`src/rtl/proc_pkg.sv`:
```
`default_nettype none
// +--------------------------------------------------------------------+
// | proc_pkg                                                           |
// | Shared processor widths and the hard-wired zero register index.    |
// | Revision: 1.0                                                      |
// +--------------------------------------------------------------------+
package proc_pkg;
    localparam int DATA_WIDTH = 32;
    localparam int ADDR_WIDTH = 5;
    localparam int TAG_WIDTH  = 8;
    localparam int ZERO_REG   = 0;
endpackage
`default_nettype wire

```
`src/rtl/opfetch_fwd_mux.sv`:
```
`default_nettype none
// +--------------------------------------------------------------------+
// | opfetch_fwd_mux                                                    |
// | Per-operand select: zero register / snooped write / register file. |
// | Build macro: OPFETCH_BYPASS_EN enables the snooped-write path.     |
// | Revision: 1.0                                                      |
// +--------------------------------------------------------------------+
module opfetch_fwd_mux #(
    parameter int DATA_WIDTH = proc_pkg::DATA_WIDTH,
    parameter int ADDR_WIDTH = proc_pkg::ADDR_WIDTH
) (
    input  logic [ADDR_WIDTH-1:0] addr_i,
    input  logic [DATA_WIDTH-1:0] rf_data_i,
    input  logic                  wb_wena_i,
    input  logic [ADDR_WIDTH-1:0] wb_waddr_i,
    input  logic [DATA_WIDTH-1:0] wb_wdata_i,
    output logic [DATA_WIDTH-1:0] operand_o
);
    import proc_pkg::*;

    logic w_is_zero;
    assign w_is_zero = (addr_i == ADDR_WIDTH'(ZERO_REG));

`ifdef OPFETCH_BYPASS_EN
    logic w_hit;
    assign w_hit = wb_wena_i && (wb_waddr_i == addr_i);

    // Zero check first so writes to register 0 are never forwarded.
    always_comb begin
        if (w_is_zero) begin
            operand_o = '0;
        end else if (w_hit) begin
            operand_o = wb_wdata_i;
        end else begin
            operand_o = rf_data_i;
        end
    end
`else
    logic w_unused_wb;
    assign w_unused_wb = ^{wb_wena_i, wb_waddr_i, wb_wdata_i};

    always_comb begin
        if (w_is_zero) begin
            operand_o = '0;
        end else begin
            operand_o = rf_data_i;
        end
    end
`endif
endmodule
`default_nettype wire

```
`src/rtl/operand_fetch.sv`:
```
`default_nettype none
// +--------------------------------------------------------------------+
// | operand_fetch                                                      |
// | Register-file read stage with a single output entry for execute.   |
// | Build macro: OPFETCH_BYPASS_EN enables write snooping/forwarding.  |
// | Revision: 1.0                                                      |
// +--------------------------------------------------------------------+
module operand_fetch #(
    parameter int DATA_WIDTH = proc_pkg::DATA_WIDTH,
    parameter int ADDR_WIDTH = proc_pkg::ADDR_WIDTH,
    parameter int TAG_WIDTH  = proc_pkg::TAG_WIDTH
) (
    input  logic                  clk,
    input  logic                  rst,
    input  logic                  flush,
    input  logic                  in_valid,
    output logic                  in_ready,
    input  logic [ADDR_WIDTH-1:0] in_r0addr,
    input  logic [ADDR_WIDTH-1:0] in_r1addr,
    input  logic [TAG_WIDTH-1:0]  in_tag,
    output logic [ADDR_WIDTH-1:0] rf_r0addr,
    output logic [ADDR_WIDTH-1:0] rf_r1addr,
    input  logic [DATA_WIDTH-1:0] rf_r0data,
    input  logic [DATA_WIDTH-1:0] rf_r1data,
    input  logic                  wb_wena,
    input  logic [ADDR_WIDTH-1:0] wb_waddr,
    input  logic [DATA_WIDTH-1:0] wb_wdata,
    output logic                  out_valid,
    input  logic                  out_ready,
    output logic [DATA_WIDTH-1:0] out_op0,
    output logic [DATA_WIDTH-1:0] out_op1,
    output logic [TAG_WIDTH-1:0]  out_tag
);
    import proc_pkg::*;

    logic                  out_valid_q, out_valid_d;
    logic [DATA_WIDTH-1:0] op0_q, op0_d;
    logic [DATA_WIDTH-1:0] op1_q, op1_d;
    logic [TAG_WIDTH-1:0]  tag_q, tag_d;
    logic [ADDR_WIDTH-1:0] src0_q, src0_d;
    logic [ADDR_WIDTH-1:0] src1_q, src1_d;
    logic [DATA_WIDTH-1:0] w_sel0, w_sel1;
    logic                  w_accept;

    assign rf_r0addr = in_r0addr;
    assign rf_r1addr = in_r1addr;

    // rst term keeps the stage advertising ready while reset is held.
    assign in_ready = !flush && (rst || !out_valid_q || out_ready);
    assign w_accept = in_valid && in_ready;

    opfetch_fwd_mux #(.DATA_WIDTH(DATA_WIDTH), .ADDR_WIDTH(ADDR_WIDTH)) u_mux0 (
        .addr_i     (in_r0addr),
        .rf_data_i  (rf_r0data),
        .wb_wena_i  (wb_wena),
        .wb_waddr_i (wb_waddr),
        .wb_wdata_i (wb_wdata),
        .operand_o  (w_sel0)
    );

    opfetch_fwd_mux #(.DATA_WIDTH(DATA_WIDTH), .ADDR_WIDTH(ADDR_WIDTH)) u_mux1 (
        .addr_i     (in_r1addr),
        .rf_data_i  (rf_r1data),
        .wb_wena_i  (wb_wena),
        .wb_waddr_i (wb_waddr),
        .wb_wdata_i (wb_wdata),
        .operand_o  (w_sel1)
    );

`ifdef OPFETCH_BYPASS_EN
    logic w_hold_hit0, w_hold_hit1;
    assign w_hold_hit0 = wb_wena && (wb_waddr == src0_q) && (src0_q != ADDR_WIDTH'(ZERO_REG));
    assign w_hold_hit1 = wb_wena && (wb_waddr == src1_q) && (src1_q != ADDR_WIDTH'(ZERO_REG));
`else
    logic w_unused_src;
    assign w_unused_src = ^{src0_q, src1_q};
`endif

    always_comb begin
        out_valid_d = out_valid_q;
        op0_d       = op0_q;
        op1_d       = op1_q;
        tag_d       = tag_q;
        src0_d      = src0_q;
        src1_d      = src1_q;
        if (flush) begin
            out_valid_d = 1'b0;
        end else if (w_accept) begin
            out_valid_d = 1'b1;
            op0_d       = w_sel0;
            op1_d       = w_sel1;
            tag_d       = in_tag;
            src0_d      = in_r0addr;
            src1_d      = in_r1addr;
        end else if (out_valid_q && out_ready) begin
            out_valid_d = 1'b0;
`ifdef OPFETCH_BYPASS_EN
        end else if (out_valid_q) begin
            // Held entry tracks writes to its sources so it never goes stale.
            if (w_hold_hit0) begin
                op0_d = wb_wdata;
            end
            if (w_hold_hit1) begin
                op1_d = wb_wdata;
            end
`endif
        end
    end

    always_ff @(posedge clk) begin
        if (rst) begin
            out_valid_q <= 1'b0;
            op0_q       <= '0;
            op1_q       <= '0;
            tag_q       <= '0;
            src0_q      <= '0;
            src1_q      <= '0;
        end else begin
            out_valid_q <= out_valid_d;
            op0_q       <= op0_d;
            op1_q       <= op1_d;
            tag_q       <= tag_d;
            src0_q      <= src0_d;
            src1_q      <= src1_d;
        end
    end

    assign out_valid = out_valid_q;
    assign out_op0   = op0_q;
    assign out_op1   = op1_q;
    assign out_tag   = tag_q;
endmodule
`default_nettype wire

```
`config.mk`:
```
export PLATFORM = sky130hd
export DESIGN_NAME = operand_fetch
export DESIGN_NICKNAME = d
export VERILOG_FILES = /design/src/rtl/proc_pkg.sv /design/src/rtl/opfetch_fwd_mux.sv /design/src/rtl/operand_fetch.sv
export SDC_FILE = /design/constraint.sdc
export NUM_CORES = 1
export LEC_CHECK = 0
export ABC_AREA = 1
export CELL_PAD_IN_SITES_DETAIL_PLACEMENT = 1
export CELL_PAD_IN_SITES_GLOBAL_PLACEMENT = 1
export CORE_MARGIN = 2
export CORE_UTILIZATION = 21
export DETAILED_ROUTE_END_ITERATION = 6
export PLACE_DENSITY = 0.73
export SYNTH_ARGS = -nofsm -noshare
export SYNTH_HDL_FRONTEND = slang
export SYNTH_SLANG_ARGS = --single-unit
```
`constraint.sdc`:
```
create_clock -name clk -period 1.15 [get_ports clk]
set_clock_uncertainty 0.05 [all_clocks]
set_input_delay 0.115 -clock clk [delete_from_list [all_inputs] [get_ports clk]]
set_output_delay 0.115 -clock clk [all_outputs]
set_load 0.005 [all_outputs]
```
[Yosys cells after proc, flatten, opt, wreduce, memory -nomap -nowiden]
Index checks and enable logic that the tools add are counted.
Word-level totals
  bits of input ports: 125
  word-level logic and storage cells: 21
  register bits after elaboration: 73
Operators by class
  mux-type cells: 4
  reductions and logical operators: 12
  bitwise operators: 1
Operators with widths (number)
  $mux 32: 2
  $logic_not 5->1: 2
  $logic_and 1x1->1: 3
  $logic_not 1->1: 2
  $logic_or 1x1->1: 2
  $mux 1: 2
  $reduce_and 2->1: 1
  $reduce_bool 2->1: 1
  $reduce_or 2->1: 1
  $not 1->1: 1

[Logic depth before layout (Yosys ltp)]
Gate-level depths: netlist of the first run.
  depth after elaboration: 6
  mapped depth: 8
  mapped depth without buffers: 7

[Modules after synthesis]
A second synthesis of the first run with hierarchy kept.
Unflattened totals
  cells, all modules: 776
  area total of the unflattened synthesis: 4558.1 sq um
By module, submodules not included
  operand_fetch: area each 3942.5 sq um, times used 1, cells an instance 634
  opfetch_fwd_mux: area each 307.8 sq um, times used 2, cells an instance 71

[Worst setup path after synthesis of the first run]
Ideal clock, no wire load.
  path kind: register -> register
  start point: reg out_valid_q, in the netlist out_valid
  end point: reg op0_q[10], in the netlist out_op0[10]
  stages on the path, launching flop included: 8
  setup slack: -0.007 ns
  clock period less this slack: 1.157 ns
  data required time: 0.986 ns
  buffers on the path: 2
  data arrival time: 0.993 ns
  cell sequence: dfxtp_1 nand3_2 nand3_2 buf_4 buf_2 nand2_1 nand2_1 nor2_1
Between the ends
  word-level cells in the longest chain between the ends: 6
RTL lines
  from (decl): RTL line operand_fetch.sv:36  | logic out_valid_q, out_valid_d;
  from (signal assigned): RTL line operand_fetch.sv:119  | out_valid_q <= out_valid_d;
  $logic_not 1->1: RTL line operand_fetch.sv:49  | assign in_ready = !flush && (rst || !out_valid_q || out_ready);
  $logic_or 1x1->1 (2 in a row): RTL line operand_fetch.sv:49
  $logic_and 1x1->1: RTL line operand_fetch.sv:49
  $logic_and 1x1->1: RTL line operand_fetch.sv:50  | assign w_accept = in_valid && in_ready;
  $reduce_and 2->1 (no line)
  to (signal assigned): RTL line operand_fetch.sv:120  | op0_q <= op0_d;
  to (decl): RTL line operand_fetch.sv:37  | logic [DATA_WIDTH-1:0] op0_q, op0_d;
Every way passes these cells.
A chain may end at the register's enable or synchronous reset.

[Worst setup path in the final report of the first run]
  start point: reg out_valid_q, in the netlist out_valid
  end point: reg op0_q[14], in the netlist out_op0[14]
The elaborated chain is that of the path after synthesis.

==> summary.txt, run 1 <==
Status -> finished with violations
Violated checks -> negative setup slack
Cell-internal power -> 5.11 mW
Cell count after placement -> 825
Clock latency at the later pin of the worst-skew pair -> 340 ps
Io pins -> 209
Met1 usage -> 18.1%
Max Freq -> 764 MHz
VDD IR max -> 0.593 mV
CTS Buf Count -> 9
GRT Util Overall -> 16.4%
Pre-antenna DRT Iters -> 4
Clock share of power -> 37.3%
Max-Cap Viols -> 0
Main combinational cell family by area after synthesis -> simple AND/OR/NAND/NOR gates
Antenna cell count -> 0
Worst min path class -> primary input to register
Die span in y -> 127 µm
Cell with the most instances after synthesis -> nand2_1
Dominant cells by area after synthesis -> dfxtp_1, nand2_1, nor2_1
Full die area -> 0.0162 mm²
Final core utilization -> 41.1%
DRT antenna net count -> 0
Final #Nets -> 797
Pwr Density -> 1140 mW/mm²
Fin crit period -> 1310 ps
Synth-to-layout area growth -> 93.2%
Commonest cells post-synth -> nand2_1, nor2_1, inv_1
Final wirelength -> 13,500 µm
RSZ-0062 raised after global routing -> true
Gpl congestion -> 0.714
Root Driver -> clkbuf_16
Slew headroom -> 83.2%
Mux contribution to synthesized area -> 0%
Sequential cell area fraction in the yosys report -> 45.7%
Post-synthesis compound-gate area fraction -> 9.70%
Non-filler cells, final -> 864
Post-synth ARST share -> 0%
Rows -> 45
Die Wd -> 127 µm
Vias -> 3,673
Input/output buffers -> 170
Hpwl dp -> 7680 µm
Syn nets -> 619
Final setup violation count -> 70
Overall Power -> 7.03 mW
Final Hold Vio Count -> 0
Seq pwr share -> 39.8%
Setup tns final -> -7220 ps
1st-iter DRT viols -> 94
GR Overflow Total -> 0
Detailed-route wire length per cell -> 15.6 µm
Multi-input gate area -> 0.00162 mm²
Number of flops mapped to enable cells by yosys -> 0
Slew of the pin with the lowest slew margin -> 252 ps
Core Box Area -> 0.0150 mm²
Top cell type's share of synthesized area -> 45.7%
Syn Std Cell Area -> 0.00320 mm²
Main flop type after synthesis -> dfxtp_1
Leakage -> 3.02 nW
XOR/XNOR Fraction of Synth Area -> 0%
Post-DR vias/cell -> 4.25
Residual DRC count -> 0
Logic pwr share -> 22.9%
Fillers -> 1,810
Slew Limit Fails -> 0
CP Max Fanout -> 5
Min-delay src -> rst
Synth Area in Adders -> 0%
Synth Area in Simple Gates -> 28.9%
Initial antenna violation count -> 0
Post-synth top area cell -> dfxtp_1
Largest net degree at the start of global routing -> 36
GR Util met2 -> 29.3%
Sw power -> 1.92 mW
CTS Sinks -> 73
Number of global-route vias before repair -> 4,016
Tcrit/Tclk final -> 114%
WS Path Type -> register to register
Switching Fraction -> 27.3%
Critical Path Source Type -> register
Post-CTS Hold Buffers -> 0
Bufs on Longest Clock Path -> 2
Setup ws final -> -159 ps
Average cell area after synthesis -> 6.47 µm²
Initial cell density of the core -> 21.3%
Yosys Warn Count -> 0
Synth Instances -> 494
CTS tree -> built
Sequential Area -> 0.00147 mm²
CTS H-Tree Depth -> 3
Critical Path Source -> out_valid
Yosys reg bits -> 73
Library cells used by synthesis -> 12
Layout cells sized above 1 -> 22.6%
CP endpoint kind -> register
Reg2reg start -> out_valid
Worst-path clk slew -> 60 ps
Most Used Layer, Global Route -> met2
Data arrival, critical path -> 1490 ps
CP required -> 1330 ps
First-pass GRT wire length -> 20,700 µm
GR Util met3 -> 5.07%
cells by family after synthesis:
group	Yosys count
AO/OA/AOI/OAI	62
buffers and inverters	118
flip-flops	73
AND/OR/NAND/NOR	241
final cells by class:
type / instances / share of cell area (%)
repair buffers: 205 / 37.1
multi-input cells: 303 / 26.2
flip-flops and latches: 73 / 23.8
inverters: 80 / 4.86
clock buffers: 12 / 3.99
well taps: 188 / 3.81
clock inverters: 3 / 0.284
stage by stage:
stage          instance area (µm²)  hold slack (ps)  setup WS, ps
2_1_floorplan                 3210              142          26.1
3_3_place_gp                  5080              447          -439
3_5_place_dp                  5080              455          -443
4_1_cts                       5950             50.9          -195
5_1_grt                       6180             79.9          -219
6_report                      6180             59.7          -159
power groups by stage:
stage / clock network [mW] / logic, mW / registers [mW]
global route: 2.81 / 1.76 / 2.82
finish: 2.62 / 1.61 / 2.80
CTS: 2.71 / 1.52 / 2.80
floorplan: 0 / 0.486 / 2.86
detailed placement: 0 / 1.31 / 2.86
global placement: 0 / 1.27 / 2.84
per-layer routing:
| metal | share of wire, % | up-vias |
|---|---|---|
| li1 | - | 1811 |
| met1 | 41 | 1734 |
| met2 | 50 | 110 |
| met3 | 7.0 | 18 |
| met4 | 1.7 | 0 |
| met5 | 0 | - |
worst paths after layout:
path / to / slack, ps / depth (start not counted)
setup / recovery: out_op0[14] / -160 / 7
hold / removal: out_valid / 60 / 2
setup reg to reg: out_op0[14] / -160 / 7
hold reg to reg: out_op0[17] / 460 / 4
sequential cells by signal, indices dropped and copies added (netlist names):
name,flops
out_tag,8
out_op0,32
out_valid,1
out_op1,32
timing repair:
item	in CTS	in global routing
pin swaps	16	29
setup buffers	9	1
endpoints found under the setup margin	152	71
gates resized for setup	170	63
cloned	13	3
cell usage in the layout, fill, tap and decap left out, drive strengths merged:
master,Yosys,routed
nor3,2,2
clkbuf,12,16
dlygate4sd2,0,82
nand3,2,2
nor2,84,84
a21oi,62,62
nand3b,1,1
clkdlybuf4s15,0,1
clkinv,0,2
nand2,152,152
clkinvlp,0,1
inv,80,80
clkdlybuf4s50,0,85
buf,26,33
dfxtp,73,73
worst max-delay path, stage by stage (launching register included):
cell       delay (ps)
dfxtp_2           330
nand3_4            80
nand3_4           120
buf_6             170
buf_12            130
clkbuf_16         160
a21oi_2           100
nor2_1             50
Power figures use the tool's default switching activity.
==> run 2: changes to the inputs <==
CORE_MARGIN = not set   (was 2)
==> run 2 against run 1 <==
- the run ends with design-rule violations, negative setup slack left
- combinational power increased by 8%
- cell count decreased by 0.35%
- flip-flop and latch count did not move
- sequential share of layout area down 1.1 points
- clock power down 2%
- sequential power about the same
==> summary.txt, run 2 (synthesis gave the netlist of run 1 again) <==
Status -> finished with violations
Violated checks -> design-rule violations, negative setup slack
Antenna cell count -> 0 (unchanged)
1st-iter DRT viols -> 82 (-13%)
Clock latency at the later pin of the worst-skew pair -> 330 ps (about the same)
Hold-critical path depth -> 3 (+1)
Critical-path cell list -> nand3_4 -> nand3_4 -> buf_12 -> buf_12 -> buf_16 -> a21oi_4 -> nor2_2
Setup tns final -> -5800 ps (+1420 ps)
Max Freq -> 752 MHz (-1.5%)
Worst-path clk slew -> 60 ps (about the same)
Post-DR vias/cell -> 4.25 (about the same)
Final #Nets -> 798 (+0.13%)
First-pass GRT wire length -> 21,500 µm (+3.9%)
Final wirelength -> 14,200 µm (+5.1%)
Fillers -> 1,734 (-4.2%)
Worst Hold End -> out_valid
Setup ws final -> -180 ps (-20.3 ps)
CP bufs+invs -> 3 (unchanged)
CP required -> 1330 ps (about the same)
CTS Buf Count -> 9 (unchanged)
WHS -> 232 ps (+172 ps)
Reg2reg end -> out_op1[20]
CTS tree -> built
Largest net degree at the start of global routing -> 41 (+14%)
Max-Cap Viols -> 0 (unchanged)
Die span in y -> 125 µm (-1.6%)
Bufs on Longest Clock Path -> 2 (unchanged)
Placed cell areas -> 0.00509 mm² (about the same)
VDD IR max -> 0.553 mV (-6.8%)
Most frequent cells in the layout -> clkdlybuf4s50_1, dlygate4sd2_1, inv_1, nand2_1
R2R setup slack -> -180 ps (-20 ps)
CTS Sinks -> 73 (unchanged)
Min-delay src -> rst
Synth-to-layout area growth -> 102%
R2R depth -> 7 (unchanged)
GR Overflow Total -> 0 (unchanged)
Crit-path slowest cell -> dfxtp_2
DRT antenna net count -> 0 (unchanged)
Detailed-route wire length per cell -> 16.5 µm (+5.5%)
GRT Util Overall -> 17.9% (+1.5 points)
Final Hold Vio Count -> 0 (unchanged)
Non-filler cells, final -> 861 (-0.35%)
RSZ-0062 raised after global routing -> true
Worst slack, placed -> -503 ps (-59.6 ps)
Input/output buffers -> 170 (unchanged)
Rows -> 44 (-2.2%)
Slew Limit Fails -> 0 (unchanged)
Delay-heaviest family, CP -> buffers and inverters
Initial antenna violation count -> 0 (unchanged)
Vias -> 3,660 (-0.35%)
Pre-antenna DRT Iters -> 6 (+2)
Number of global-route vias before repair -> 4,081 (+1.6%)
Final setup violation count -> 73 (+4.3%)
Slowest stage delay, CP -> 330 ps (about the same)
CTS H-Tree Depth -> 3 (unchanged)
Tcrit/Tclk final -> 116% (+1.8 points)
Slew headroom -> 69.5% (-14 points)
Core Box Area -> 0.0147 mm² (-2.2%)
Cell count after placement -> 822 (-0.36%)
Critical Path Source -> out_valid
Commonest non-fill, non-tap cell in the layout -> clkdlybuf4s50_1
Final core utilization -> 44.0% (+2.9 points)
Overall Power -> 7.11 mW (+1.2%)
Layout cells sized above 1 -> 32.6% (+10 points)
Fin crit period -> 1330 ps (+20.3 ps)
Pwr Density -> 1100 mW/mm² (-3.4%)
Full die area -> 0.0157 mm² (-3.1%)
Final Instance Area -> 0.00647 mm² (+4.7%)
CP endpoint kind -> register
Residual DRC count -> 10 (+10)
Hpwl dp -> 7980 µm (+3.9%)
Gpl congestion -> 0.698 (-2.2%)
Initial cell density of the core -> 21.8% (+0.48 points)
Die Wd -> 125 µm (-1.6%)
WS Path Type -> register to register
Leakage -> 3.07 nW (+1.6%)
Reg2reg start -> out_valid
Io pins -> 209 (unchanged)
CP Max Fanout -> 7 (+2)
Data arrival, critical path -> 1510 ps (+20 ps)
Slew of the pin with the lowest slew margin -> 457 ps (+205 ps)
Critical Path Source Type -> register
Root Driver -> clkbuf_16
Worst min path class -> primary input to register
run 2: metal layers:
| layer | routed length (µm) | vias to the layer above | part of all wire, % | global-route usage [%] |
|---|---|---|---|---|
| met4 | 227 | 0 | 1.6 | 5.74 |
| met1 | 6020 | 1741 | 42 | 20.4 |
| met5 | 0 | - | 0 | 0 |
| met3 | 664 | 15 | 4.7 | 3.89 |
| li1 | - | 1808 | - | - |
| met2 | 7270 | 96 | 51 | 32.9 |
run 2: repair_timing:
| item | CTS | global route |
|---|---|---|
| hold buffers | 0 | 0 |
| setup endpoints to repair | 156 | 73 |
| cloned | 16 | 3 |
| endpoints found under the hold margin | 0 | 0 |
| setup buffers | 8 | 2 |
| pin swaps | 27 | 38 |
| gates resized for setup | 215 | 101 |
run 2: area by class of cell:
cell class / instances / area (µm²) / share of cell area, %
sequential: 73 / 1470 / 22.7
clock inverter: 3 / 17.5 / 0.271
tap: 184 / 230 / 3.56
clock buffer: 12 / 246 / 3.81
timing repair buffer: 206 / 2290 / 35.4
inverter: 80 / 300 / 4.64
multi-input combinational: 303 / 1920 / 29.7
run 2: worst max path at each step:
stage             endpoint  slack, ps  depth (start not counted)
6_report       out_op1[20]       -180                          7
5_1_grt        out_op1[16]       -230                          7
4_1_cts           in_ready       -220                          4
3_5_place_dp      in_ready       -500                          6
3_3_place_gp      in_ready       -480                          6
2_1_floorplan  out_op0[14]         30                          6
run 2: worst min-delay path, cell delays in order:
cell	delay, ps
dlygate4sd2_1	280
buf_4	140
nor3_1	40
run 2: report_power, final:
group          switching, mW  leakage [nW]  internal (mW)
sequential            0.0900         0.604           2.71
combinational          0.807          2.34          0.936
clock                   1.07         0.128           1.50
==> run 3: changes to the inputs <==
CORE_ASPECT_RATIO = 0.9   (was not set)
==> run 3 against run 2 <==
- the run ends with negative setup slack left
- power grew 1.1%
- global-route usage shrank 0.75 points
- sequential power is essentially flat
- clock-buffer cell count grew 1
- first-iteration DRC count grew 46%
- utilization shrank 1.5 points
- cell count grew 1.6%
- wire length shrank 6.4%
- design area shrank 3.0%
- via count shrank 0.60%
- flip-flop and latch count is the same
- critical path depth grew 1
- critical endpoint is now out_op0[4]
==> summary.txt, run 3 (synthesis gave the netlist of run 1 again) <==
Status -> finished with violations
Violated checks -> negative setup slack
CTS tree -> built
CTS Sinks -> 73 (unchanged)
Max Freq -> 731 MHz (-2.7%)
Final Instance Area -> 0.00628 mm² (-3.0%)
Most frequent cells in the layout -> nand2_1, clkdlybuf4s50_1, dlygate4sd2_1, inv_1, nor2_1
Critical Path Source Type -> register
Non-filler cells, final -> 875 (+1.6%)
Fin crit period -> 1370 ps (+37.5 ps)
VDD IR max -> 0.682 mV (+23%)
Final #Nets -> 797 (-0.13%)
RSZ-0062 raised after global routing -> true
Leakage -> 3.04 nW (-0.97%)
CP bufs+invs -> 4 (+1)
Gpl congestion -> 0.792 (+13%)
Slowest stage delay, CP -> 320 ps (about the same)
CP Max Fanout -> 8 (+1)
Layout cells sized above 1 -> 23.8% (-8.9 points)
Setup ws final -> -217 ps (-37.5 ps)
Final Hold Vio Count -> 0 (unchanged)
Number of global-route vias before repair -> 3,963 (-2.9%)
First-pass GRT wire length -> 20,800 µm (-3.3%)
Clock latency at the later pin of the worst-skew pair -> 330 ps (about the same)
Worst-path clk slew -> 60 ps (about the same)
GRT Util Overall -> 17.1% (-0.75 points)
Core Box Area -> 0.0148 mm² (+0.46%)
CP endpoint kind -> register
Bufs on Longest Clock Path -> 2 (unchanged)
DRT antenna net count -> 0 (unchanged)
Hpwl dp -> 7690 µm (-3.7%)
Worst slack, placed -> -411 ps (+91.1 ps)
Final setup violation count -> 73 (unchanged)
Multi-input gate area -> 0.00170 mm² (-11%)
CP required -> 1330 ps (about the same)
Pwr Density -> 1150 mW/mm² (+4.2%)
Initial antenna violation count -> 0 (unchanged)
Die Wd -> 132 µm (+5.3%)
Largest net degree at the start of global routing -> 42 (+2.4%)
Fillers -> 1,779 (+2.6%)
Io pins -> 209 (unchanged)
Setup tns final -> -10,360 ps (-4570 ps)
Worst min path class -> primary input to register
WS Path Type -> register to register
Residual DRC count -> 0 (-10)
Max-Cap Viols -> 0 (unchanged)
Slew of the pin with the lowest slew margin -> 477 ps (+19.9 ps)
Antenna cell count -> 0 (unchanged)
Critical-path cell list -> buf_6 -> nand3_4 -> nand3_4 -> buf_6 -> buf_12 -> buf_16 -> a21oi_4 -> nor2_1
Detailed-route wire length per cell -> 15.2 µm (-7.9%)
Initial cell density of the core -> 21.7% (-0.10 points)
Tcrit/Tclk final -> 119% (+3.3 points)
GR Overflow Total -> 0 (unchanged)
Placed cell areas -> 0.00509 mm² (unchanged)
Input/output buffers -> 170 (unchanged)
Full die area -> 0.0157 mm² (about the same)
Post-DR vias/cell -> 4.16 (-2.2%)
CTS Buf Count -> 9 (unchanged)
Data arrival, critical path -> 1540 ps (+30 ps)
Synth-to-layout area growth -> 96.4%
CTS H-Tree Depth -> 3 (unchanged)
Commonest non-fill, non-tap cell in the layout -> nand2_1
Crit-path slowest cell -> dfxtp_2
Root Driver -> clkbuf_16
Slew Limit Fails -> 0 (unchanged)
Overall Power -> 7.19 mW (+1.1%)
Delay-heaviest family, CP -> buffers and inverters
Slew headroom -> 68.2% (-1.3 points)
1st-iter DRT viols -> 120 (+46%)
Die span in y -> 119 µm (-5.1%)
Cell count after placement -> 837 (+1.8%)
Vias -> 3,638 (-0.60%)
Sequential Area -> 0.00148 mm² (+0.51%)
Pre-antenna DRT Iters -> 4 (-2)
Final wirelength -> 13,300 µm (-6.4%)
Rows -> 42 (-4.5%)
==> run 3: what timing repair did <==
action	CTS	global route
gates cloned	13	3
resized for setup	188	64
endpoints found under the setup margin	150	77
pin swaps	22	15
hold buffers	0	0
buffers inserted	6	1
==> run 3: worst register-to-register path, stage by stage, from the launching register on <==
cell     delay, ps
dfxtp_2        320
buf_6          110
nand3_4         60
nand3_4        100
buf_6          150
buf_12         150
buf_16         160
a21oi_4        110
nor2_1          50
==> run 3: layout make-up <==
class / instances / share of cell area (%)
Tap cell: 198 / 3.95
Sequential cell: 73 / 23.5
Clock inverter: 3 / 0.638
Multi-Input combinational cell: 303 / 27.1
Clock buffer: 13 / 3.98
Timing Repair Buffer: 205 / 36.0
Inverter: 80 / 4.78
==> run 3: path summary, 6_finish.rpt <==
kind / to / slack, ps / from / depth (start not counted)
worst max-delay path: out_op0[4] / -220 / out_valid / 8
worst min-delay path: out_valid / 60 / rst / 2
worst max register to register: out_op0[4] / -220 / out_valid / 8
worst min register to register: out_tag[0] / 470 / out_tag[0] / 4
==> run 3: power by group <==
part	internal (mW)	total [mW]	switching, mW
Combinational	0.888	1.62	0.730
Clock	1.73	2.77	1.04
Sequential	2.71	2.80	0.0895
==> run 3: through the flow <==
step,util (%),hold slack (ps)
after floorplan,-,142
after global placement,34.5,446
after detailed placement,34.5,463
after CTS,40.6,40.4
after global routing,42.5,60.5
final,42.5,62.1
==> run 3: per-layer routing <==
metal	track usage [%]	wire length, µm	up-vias
met5	0	0	-
met4	5.23	265	0
met3	5.28	933	17
met2	32.1	7000	118
met1	18.2	5070	1695
li1	-	-	1808
==> edit 1, RTL diff (config.mk and constraints of run 2) <==
`ADDR_WIDTH`: 5 -> 3.
--- a/src/rtl/proc_pkg.sv
+++ b/src/rtl/proc_pkg.sv
@@ -6,7 +6,7 @@
 // +--------------------------------------------------------------------+
 package proc_pkg;
     localparam int DATA_WIDTH = 32;
-    localparam int ADDR_WIDTH = 5;
+    localparam int ADDR_WIDTH = 3;
     localparam int TAG_WIDTH  = 8;
     localparam int ZERO_REG   = 0;
 endpackage
Ports: changed (5 resized); port bits go from 209 to 199. No check against the original RTL was run, so the function may have changed too.
==> edit 1 against run 2 <==
The flow still finishes with violations (design-rule violations, negative setup slack); sequential cell count is the same; via count shrank 1.7%; cell area is 8.4% lower; largest cell class unchanged; worst setup slack worse by 34 ps; wire length down 11%; total power shrank 4.1%; critical path depth is 2 higher; maximum frequency shrank 2.5%; worst hold slack better by 84 ps; area after synthesis grew 0.43%; global-route usage fell by 2.5 points; sequential power is essentially flat; die area increased by 0.42%.
==> edit 1: results <==
{
  "place_area_um2": 5050,
  "power.switching_mw": 1.83,
  "synth_cell_type_count": 13,
  "fin_ws_ps": -213,
  "setup_violations": 74,
  "remaining_drc_errors": 12,
  "vias": 3598,
  "p_seq_share_pct": 41.1,
  "synthTopCellsByArea": "dfxtp_1 46%, nand2_1 17%, a21oi_1 10%",
  "grt_max_degree": 52,
  "grt_pass1_wl_um": 18900,
  "status": "finished, violations left",
  "crit_fanout": 6,
  "syn_nets": 609,
  "yosys-top-cells-count": "143 x nand2_1, 82 x inv_1, 82 x nor2_1, 73 x dfxtp_1, 65 x a21oi_1",
  "drt-pass1-iter-count": 7,
  "nets": 784,
  "switching_share_pct": 26.8,
  "max-vdd-ir-drop_mv": 0.830,
  "worstHoldStart": "in_tag[6]",
  "clockPowerShare_pct": 36.6,
  "portBuffers": 162,
  "wl_per_cell_um": 14.7,
  "hpwl_um": 7700,
  "p_leak_nw": 2.93,
  "grt_pass1_vias": 3802,
  "fillers": 1800,
  "failed_checks": "design-rule violations, negative setup slack",
  "reg2reg_depth": 9
}
## edit 1: changes by cell type in the layout (fill, tap and decap cells not counted), sizes merged, moves of 3 or more
cell           delta
a21oi             +3
clkdlybuf4s15     +4
clkdlybuf4s50     -3
dlygate4sd2       -9
inv               +6
nand2             -9
o21ai             +4
## edit 1: layout make-up
| class | count | area (um^2) | area share [%] |
|---|---|---|---|
| timing repair buffer | 198 | 2130 | 35.9 |
| multi-input combinational | 297 | 1520 | 25.6 |
| sequential | 73 | 1470 | 24.8 |
| inverter | 86 | 323 | 5.45 |
| clock buffer | 12 | 236 | 3.99 |
| tap | 184 | 230 | 3.89 |
| clock inverter | 4 | 20.0 | 0.338 |
## edit 1: stage by stage
step	hold WS [ps]	setup TNS [ps]	util, %	worst slack [ps]	cells
6_report	315	-9500	40.2	-213	854
5_1_grt	311	-13910	40.2	-260	854
4_1_cts	295	-12280	39.0	-213	850
3_5_place_dp	462	-29470	34.2	-436	819
3_3_place_gp	447	-27200	34.2	-411	819
2_1_floorplan	142	0	-	32.4	490
## edit 1: per-layer routing
| layer | up-vias | share of wire (%) | global-route usage (%) |
|---|---|---|---|
| met5 | - | 0 | 0 |
| met4 | 0 | 0.83 | 3.44 |
| met3 | 8 | 7.1 | 6.20 |
| met2 | 110 | 48 | 27.1 |
| met1 | 1686 | 44 | 17.4 |
| li1 | 1794 | - | - |
## edit 1: logic make-up after synthesis
group / after synthesis / share of synthesized area, %
AOI/OAI and AO/OA: 69 / 10.8
buffers and inverters: 120 / 16.7
DFF: 73 / 45.5
and+or+nand+nor: 228 / 27.1
## edit 1: repair_timing
action / in CTS / in global routing
endpoints found under the setup margin: 152 / 77
hold endpoints to repair: 0 / 0
cloned: 7 / 5
pin swaps: 16 / 10
setup buffers: 8 / 3
gates resized for setup: 153 / 40
==> edit 2, RTL diff (flow settings as in run 2) <==
Made on the original files. Make the reset (`rst`) asynchronous in one clocked block.
--- a/src/rtl/operand_fetch.sv
+++ b/src/rtl/operand_fetch.sv
@@ -107,7 +107,7 @@
         end
     end
 
-    always_ff @(posedge clk) begin
+    always_ff @(posedge clk or posedge rst) begin
         if (rst) begin
             out_valid_q <= 1'b0;
             op0_q       <= '0;
Behaviour: differs if rst is asserted again (counterexample within 4 cycles, from zero or initial values and one cycle with rst high); with rst held inactive, the same outputs for 10 cycles.
==> edit 2 against run 2 <==
The flow finishes with violations (negative setup slack); total power grew 6.9%; wire length fell by 18%; worst setup slack got worse by 130 ps; sequential power increased by 13%; final cell count shrank 17%; global-route usage decreased by 5.2 points; cell area fell by 12%; first-iteration DRC count is 9.8% lower; sequential share of layout area grew 9.6 points; sequential cell count is the same; area after synthesis decreased by 5.0%; largest cell class unchanged; highest routed layer unchanged.
==> edit 2: results <==
{
  "gp_congestion": 0.773,
  "place_area_um2": 4860,
  "grt_max_degree": 73,
  "fillers": 1592,
  "hpwl_um": 6630,
  "failed_checks": "negative setup slack",
  "setup_violations": 74,
  "synth-seq-area-share_pct": 60.2,
  "dp.cells": 662,
  "crit_fanout": 9,
  "synth_cell_type_count": 15,
  "fin_ws_ps": -309,
  "avgSynthCellArea_um2": 9.06,
  "syn_nets": 460,
  "drt-pass1-iter-count": 4,
  "status": "finished, violations left",
  "pre_cts_slack_ps": -481,
  "synth_flop_cell": "dfrtp_1",
  "min_path_type": "input port to asynchronous set/reset pin",
  "yosys-top-cells-count": "137 x nand2_1, 73 x dfrtp_1, 60 x o21ai_1, 12 x o21ai_0",
  "viasPerCell": 4.26,
  "multi_input_area_um2": 1080,
  "grt_pass1_vias": 2989,
  "wl_per_cell_um": 16.4,
  "wirelength_um": 11700,
  "max-vdd-ir-drop_mv": 0.518,
  "worst_pin_slew_ps": 539
}
## edit 2: cell count changes in the layout (fill, tap and decap cells not counted), sizes merged, moves of 61 or more
cell,before,now
o21ai,0,72
clkdlybuf4s15,0,67
dlygate4sd2,83,12
dfxtp,73,0
nor2,84,5
dfrtp,0,73
inv,80,12
a21oi,62,1
## edit 2: final cells by class
cell class / count / area share, %
clock buffer: 12 / 4.35
clock inverter: 3 / 0.309
inverter: 12 / 1.02
multi-input combinational: 220 / 19.1
sequential: 73 / 32.3
tap: 180 / 3.98
timing repair buffer: 212 / 39.0
## edit 2: where the power goes
group	leakage (nW)	internal (mW)	switching, mW	total (mW)
Combinational	1.69	1.14	0.752	1.89
Sequential	0.907	2.93	0.225	3.16
Clock	0.128	1.50	1.06	2.56
Total	2.73	5.57	2.03	7.61
## edit 2: kinds of logic after synthesis
kind of cell           synth area share (%)
DFF                                    60.2
AOI/OAI and AO/OA                      12.0
buffers and inverters                  8.86
and+or+nand+nor                        19.0
## edit 2: final timing paths
path / startpoint / to / slack, ps / depth (start not counted)
min in group clk: rf_r1data[22] / out_op1[22] / 280 / 3
max: out_valid / out_op1[1] / -310 / 8
max reg2reg: out_valid / out_op1[1] / -310 / 8
max in group asynchronous: rst / out_op0[2] / 430 / 4
min: rst / out_tag[5] / 200 / 4
min reg2reg: out_op0[16] / out_op0[16] / 440 / 2
## edit 2: worst max-delay path, delay by kind of cell, from the launching register on
family	cells	cell delay, ps
buffers and inverters	4	600
AND/OR/NAND/NOR	3	220
AO/OA/AOI/OAI	1	70
flip-flops	1	400
## edit 2: timing repair
item                       4_1_cts  5_1_grt
gates resized for setup        150       68
setup endpoints to repair      156       87
hold endpoints to repair         0        0
gates cloned                     0       15
pin swaps                        1        0
setup buffers                   10       10
## edit 2: metal layers
layer	share of wire, %	global-route usage, %	vias up
met4	1.4	6.02	0
met5	0	0	-
met2	53	21.6	112
met3	6.7	3.67	11
li1	-	-	1446
met1	39	14.4	1464
